**src/rtl/factor_seq_n.sv**
```systemverilog
// Sequential 2/3/5[/7] prime-power factoriser with ready/valid in and out.
// Define FACTOR_P7_EN to add the DIV7 stage and count factors of 7.
module factor_seq_n #(
    parameter int WIDTH = 16,
    parameter int P2_W  = 4,
    parameter int P3_W  = 4,
    parameter int P5_W  = 3,
    parameter int P7_W  = 3
) (
    input  logic             clk,
    input  logic             rst_n,
    input  logic             i_in_valid,
    input  logic [WIDTH-1:0] i_n,
    output logic             o_ready,
    input  logic             i_out_ready,
    output logic             o_out_valid,
    output logic [P2_W-1:0]  o_p2,
    output logic [P3_W-1:0]  o_p3,
    output logic [P5_W-1:0]  o_p5,
    output logic [P7_W-1:0]  o_p7,
    output logic [WIDTH-1:0] o_rem,
    output logic [50:0]      number
);

`ifdef FACTOR_P7_EN
    typedef enum logic [2:0] {
        IDLE, DIV2, DIV3, DIV5, DIV7, DONE
    } state_t;
`else
    typedef enum logic [2:0] {
        IDLE, DIV2, DIV3, DIV5, DONE
    } state_t;
`endif

    state_t           state_q, state_d;
    logic [WIDTH-1:0] r_q, r_d;
    logic [P2_W-1:0]  c2_q, c2_d;
    logic [P3_W-1:0]  c3_q, c3_d;
    logic [P5_W-1:0]  c5_q, c5_d;
    logic             accept;
    logic             r_nz;

    // Constant dividers: synthesis maps these to multiply/shift networks.
    logic [WIDTH-1:0] q3, m3, q5, m5;
    assign q3 = r_q / WIDTH'(3);
    assign m3 = r_q % WIDTH'(3);
    assign q5 = r_q / WIDTH'(5);
    assign m5 = r_q % WIDTH'(5);

    assign r_nz    = (r_q != '0);
    assign o_ready = (state_q == IDLE) |
                     ((state_q == DONE) & i_out_ready);
    assign accept  = i_in_valid & o_ready;

`ifdef FACTOR_P7_EN
    logic [P7_W-1:0]  c7_q, c7_d;
    logic [WIDTH-1:0] q7, m7;
    assign q7 = r_q / WIDTH'(7);
    assign m7 = r_q % WIDTH'(7);
`endif

    always_comb begin
        state_d = state_q;
        r_d     = r_q;
        c2_d    = c2_q;
        c3_d    = c3_q;
        c5_d    = c5_q;
`ifdef FACTOR_P7_EN
        c7_d    = c7_q;
`endif
        unique case (state_q)
            IDLE: ;
            DIV2: begin
                if (r_nz && !r_q[0]) begin
                    r_d  = r_q >> 1;
                    c2_d = (&c2_q) ? c2_q : c2_q + 1'b1;
                end else begin
                    state_d = DIV3;
                end
            end
            DIV3: begin
                if (r_nz && m3 == '0) begin
                    r_d  = q3;
                    c3_d = (&c3_q) ? c3_q : c3_q + 1'b1;
                end else begin
                    state_d = DIV5;
                end
            end
            DIV5: begin
                if (r_nz && m5 == '0) begin
                    r_d  = q5;
                    c5_d = (&c5_q) ? c5_q : c5_q + 1'b1;
                end else begin
`ifdef FACTOR_P7_EN
                    state_d = DIV7;
`else
                    state_d = DONE;
`endif
                end
            end
`ifdef FACTOR_P7_EN
            DIV7: begin
                if (r_nz && m7 == '0) begin
                    r_d  = q7;
                    c7_d = (&c7_q) ? c7_q : c7_q + 1'b1;
                end else begin
                    state_d = DONE;
                end
            end
`endif
            DONE: begin
                if (i_out_ready) state_d = IDLE;
            end
            default: state_d = IDLE;
        endcase
        // A new operand overrides everything, including a same-edge consume.
        if (accept) begin
            state_d = DIV2;
            r_d     = i_n;
            c2_d    = '0;
            c3_d    = '0;
            c5_d    = '0;
`ifdef FACTOR_P7_EN
            c7_d    = '0;
`endif
        end
    end

    always_ff @(posedge clk or negedge rst_n) begin
        if (!rst_n) begin
            state_q <= IDLE;
            r_q     <= '0;
            c2_q    <= '0;
            c3_q    <= '0;
            c5_q    <= '0;
        end else begin
            state_q <= state_d;
            r_q     <= r_d;
            c2_q    <= c2_d;
            c3_q    <= c3_d;
            c5_q    <= c5_d;
        end
    end

`ifdef FACTOR_P7_EN
    always_ff @(posedge clk or negedge rst_n) begin
        if (!rst_n) c7_q <= '0;
        else        c7_q <= c7_d;
    end
    assign o_p7 = c7_q;
`else
    assign o_p7 = '0;
`endif

    assign o_out_valid = (state_q == DONE);
    assign o_p2        = c2_q;
    assign o_p3        = c3_q;
    assign o_p5        = c5_q;
    assign o_rem       = r_q;

    // Transistor count is a netlist property unknown at RTL; reported as zero.
    assign number = '0;

endmodule

```
**config.mk**
```make
export PLATFORM = sky130hd
export DESIGN_NAME = factor_seq_n
export DESIGN_NICKNAME = d
export VERILOG_FILES = /design/src/rtl/factor_seq_n.sv
export SDC_FILE = /design/constraint.sdc
export NUM_CORES = 1
export LEC_CHECK = 0
export ABC_AREA = 1
export CELL_PAD_IN_SITES_DETAIL_PLACEMENT = 0
export CELL_PAD_IN_SITES_GLOBAL_PLACEMENT = 1
export CORE_UTILIZATION = 30
export DETAILED_ROUTE_END_ITERATION = 8
export HOLD_SLACK_MARGIN = 0.15
export PLACE_DENSITY = 0.68
export SLEW_MARGIN = 20
export SYNTH_ARGS = -nofsm -noshare
export SYNTH_HDL_FRONTEND = slang
export SYNTH_SLANG_ARGS = --single-unit
```
**constraint.sdc**
```tcl
create_clock -name clk -period 22.1 [get_ports clk]
set_clock_uncertainty 0.15 [all_clocks]
set_input_delay 3.315 -clock clk [delete_from_list [all_inputs] [get_ports clk]]
set_output_delay 3.315 -clock clk [all_outputs]
set_load 0.01 [all_outputs]
```
### After elaboration in Yosys (flattened, before gate mapping)

Index checks and enable logic that the tools add are counted.

* flip-flop bits (word level): 30
* input bits: 20
* output and inout bits: 83
* logic and storage cells: 76

* $add $sub $neg: 3
* divide/modulo/power cells: 4
* eq/ne operators: 15
* muxes and demuxes: 23
* bitwise gates (word level): 3
* reduce and logical (&&, ||, !) cells: 23

Operator list (number)
* $mux W16: 4
* $pmux W16 S3: 1
* $logic_not A16 Y1: 2
* $mux W4: 8
* $mux W3: 9
* $ne A3 B3 Y1 const B: 6
* $div A16 B2 Y16 const B: 1
* $div A16 B3 Y16 const B: 1
* $mod A16 B2 Y16 const B: 1
* $mod A16 B3 Y16 const B: 1
* $reduce_bool A16 Y1: 1
* $pmux W3 S5: 1
* $reduce_and A3 Y1: 4
* $reduce_and A4 Y1: 3
* $reduce_bool A2 Y1: 6
* $add A4 B1 Y4 const B: 2
* $ne A2 B2 Y1 const B: 4
* $eq A3 B2 Y1 const B: 2
* $reduce_and A5 Y1: 1
* $reduce_bool A4 Y1: 1
* $add A3 B1 Y3 const B: 1
* $eq A3 B1 Y1 const B: 1
* $eq A3 B3 Y1 const B: 1
* $logic_and A1 B1 Y1: 3
* 5 further kinds: 6

### Longest topological paths before layout

* depth in word-level cells: 6
* mapped depth: 142
* gate-level depth less buffers: 134

### Least setup slack after synthesis

No wires, ideal clock.

* path kind: register to register
* start point: register state_q[2]
* end point: register r_q[0] (netlist: o_rem[0])
* setup time: 0.117 ns
* data arrival time: 19.922 ns
* data required time: 21.833 ns
* path slack: 1.911 ns
* stages on the path, launching flop included: 138
* buffers on the path: 8
* clock period less this slack: 20.189 ns
* path through: dfrtp_1 inv_2 nand3_4 inv_1 ha_1 nand2_2 nand2_2 nand2_1 nand2_1 and2_1 ha_1 nand2_2 inv_2 a21oi_4 xor2_1 ha_1 nand2_1 nand2_1 [102 not listed] clkbuf_1 a21oi_1 inv_1 a21oi_1 nand3_1 nor3_2 nand3_2 buf_6 xor2_1 ha_1 a21oi_1 o211ai_1 nor2_1 nand2_1 nand2_1 nand3_1 nand3_1 nand2_1

RTL lines
* start, declared: line 35 `state_t state_q, state_d;`
* start signal, assigned: line 137 `state_q <= state_d;`
* end signal, assigned: line 138 `r_q <= r_d;`
* end, declared: line 36 `logic [WIDTH-1:0] r_q, r_d;`

==> summary.txt <==
Floorplanning
  – Core area: 27300 µm²
  – Vert. Die Dim: 170 µm
  – DIE AREA: 28800 µm²
  – Die width: 170 µm
  – Starting Density: 0.309
  – Io pins: 103
  – FP Rows: 60

Global route
  – Vias in the first global route: 8136
  – Grt ovf: 0
  – Largest net degree at the start of global routing: 33
  – Initial antenna violation count: 0
  – Global-route wire length before repair: 39500 µm
  – All-layer global routing usage: 0.165

Finish
  – Share of cells above drive strength 1: 0.104
  – # diodes: 0
  – Most frequent cells in the layout: nand2_1 (490), inv_1 (220), nand3_1 (132)
  – Area delta synth->final: 12.1%
  – Fin nets: 1635
  – Fill cells: 3062
  – Most common cell after layout, fill and taps aside: nand2_1

Worst setup path
  – Critical Path Fanout Max: 17
  – Arr. time, crit path: 20.34 ns
  – CP peak stage delay: 0.44 ns
  – Cell family with most CP delay: simple AND/OR/NAND/NOR gates
  – Crit. End Element: register
  – CP bufs+invs: 15
  – Crit-path most repeated cell: nand2_1
  – Startpoint Class: register
  – Worst path slowest cell: dfrtp_1
  – Crit Path Class: register to register
  – Req. time, crit path: 22.11 ns

Clocking
  – H-tree levels: 2
  – CTS tree: done
  – Clk buf depth: 2
  – Worst skew pair latency: 0.28 ns
  – Root Buffer: clkbuf_16
  – Reg clk slew, reported paths: 0.05 ns
  – Num CTS Buffers: 5
  – CTS sink count: 30

Worst hold path
  – Worst Hold Class: register to register

Synthesis
  – Number of distinct library cells after synthesis: 53
  – Register bit count reported by yosys: 30
  – Synthesis Warnings: 0
  – Syn_area_per_cell: 5.53 µm²
  – Mapped Area: 8430 µm²
  – Register area share after synthesis: 0.0891
  – Syn Inst Count: 1524

STA
  – Top achievable clock speed: 49.2 MHz
  – Final worst path period share: 0.920
  – Fin. max-slew vios: 0
  – Worst Tran Pin Value: 1.02 ns
  – Hold WS: 0.414 ns
  – Setup_tns: 0 ns
  – Setup-failing EPs final: 0
  – Final Hold Vio Count: 0
  – Crit path time final: 20.34 ns
  – Rel. slew slack: 0.314

Place
  – Hpwl dp: 19100 µm
  – Routability cong.: 0.879
  – Number of I/O port buffers: 48

Drt
  – DRC Markers: 0
  – First-pass DRT Iterations: 5
  – DRT iter0 DRCs: 467
  – Wirelength per Cell: 12.1 µm
  – Final WL: 23600 µm
  – Via count: 8969
  – Vias per inst: 4.61
  – Post-route ant nets: 0

Outcome
  – Run status: completed

Job
  – Max cap viols: 0
[final timing paths]
check                            from       end  slack, ns  depth (start not counted)
setup / recovery           state_q[0]  o_rem[0]       1.76                        128
min in group asynchronous       rst_n   o_p3[3]       3.29                          2
hold / removal                o_p5[2]   o_p5[2]       0.41                          2
hold reg to reg               o_p5[2]   o_p5[2]       0.41                          2
setup reg to reg           state_q[0]  o_rem[0]       1.76                        128
max in group asynchronous       rst_n  o_rem[3]      18.20                          2
[logic make-up after synthesis]
| logic type | count (synthesis) | synth area share |
|---|---|---|
| adder cells (fa/ha/maj) | 41 | 0.0618 |
| other | 1 | 0.000445 |
| buffers and inverters | 330 | 0.179 |
| multiplexers | 1 | 0.00119 |
| flip-flops | 30 | 0.0891 |
| AND/OR/NAND/NOR | 918 | 0.514 |
| AO/OA/AOI/OAI | 153 | 0.103 |
| XOR/XNOR | 50 | 0.0520 |
[layer usage]
layer,global-route usage,vias up,part of all wire
li1,-,4825,-
met1,0.232,4041,0.51
met2,0.283,93,0.47
met3,0.00816,10,0.016
met4,0.0168,0,0.0052
met5,0,-,0
[cell usage after synthesis (all sizes together)]
cell | instances | area, µm²
nand2 | 530 | 2140
inv | 237 | 890
nand3 | 153 | 898
nor2 | 147 | 652
o21ai | 92 | 487
buf | 66 | 514
nand4 | 54 | 410
ha | 40 | 500
xor2 | 40 | 350
a21oi | 39 | 214
dfrtp | 30 | 751
clkbuf | 17 | 65.1
or2 | 12 | 75.1
clkinv | 10 | 37.5
nor3 | 10 | 66.3
xnor2 | 10 | 87.6
nand3b | 9 | 67.6
o211ai | 5 | 37.5
o21bai | 4 | 30.0
o2111ai | 3 | 26.3
a31oi | 2 | 12.5
nor4 | 2 | 12.5
o21a | 2 | 15.0
a211oi | 1 | 7.51
a22oi | 1 | 7.51
a41oi | 1 | 8.76
and2 | 1 | 6.26
conb | 1 | 3.75
fa | 1 | 20.0
mux2i | 1 | 10.0
o221ai | 1 | 8.76
o22ai | 1 | 6.26
o31ai | 1 | 7.51
[area by class of cell]
cell class | instances | area (µm²) | share of cell area
Multi-Input combinational cell | 1217 | 6480 | 0.686
Inverter | 247 | 927 | 0.0982
Sequential cell | 30 | 751 | 0.0795
Timing Repair Buffer | 73 | 668 | 0.0707
Tap cell | 372 | 465 | 0.0493
Clock buffer | 6 | 139 | 0.0147
Clock inverter | 2 | 12.5 | 0.00132
[timing repair]
action	in CTS	in global routing
resized for setup	3	20
hold buffers	0	0
setup buffers	0	21
cloned	0	0
endpoints found under the setup margin	1	2
pin swaps	0	5
[tightest hold or removal path: stages, from the launching register on]
cell,delay [ns]
dfrtp_1,0.39
nand2_1,0.07
a21oi_1,0.06
[flip-flops by register name, indices dropped and copies added, names as in the netlist]
register,cells
o_p5,3
o_p2,4
o_rem,16
state_q,3
o_p3,4
[metrics by stage]
stage / instances / utilization / instance area (µm²) / setup WS [ns]
after global placement: 1918 / 0.331 / 9020 / 0.603
after global routing: 1947 / 0.347 / 9450 / -0.0352
after CTS: 1926 / 0.337 / 9180 / 0.0488
after detailed placement: 1918 / 0.331 / 9020 / -0.233
after floorplan: 1577 / - / 8620 / 1.91
final: 1947 / 0.347 / 9450 / 1.76
Power is not shown: default switching activity piles up to over one toggle a cycle in this logic, so the estimate is an artifact.
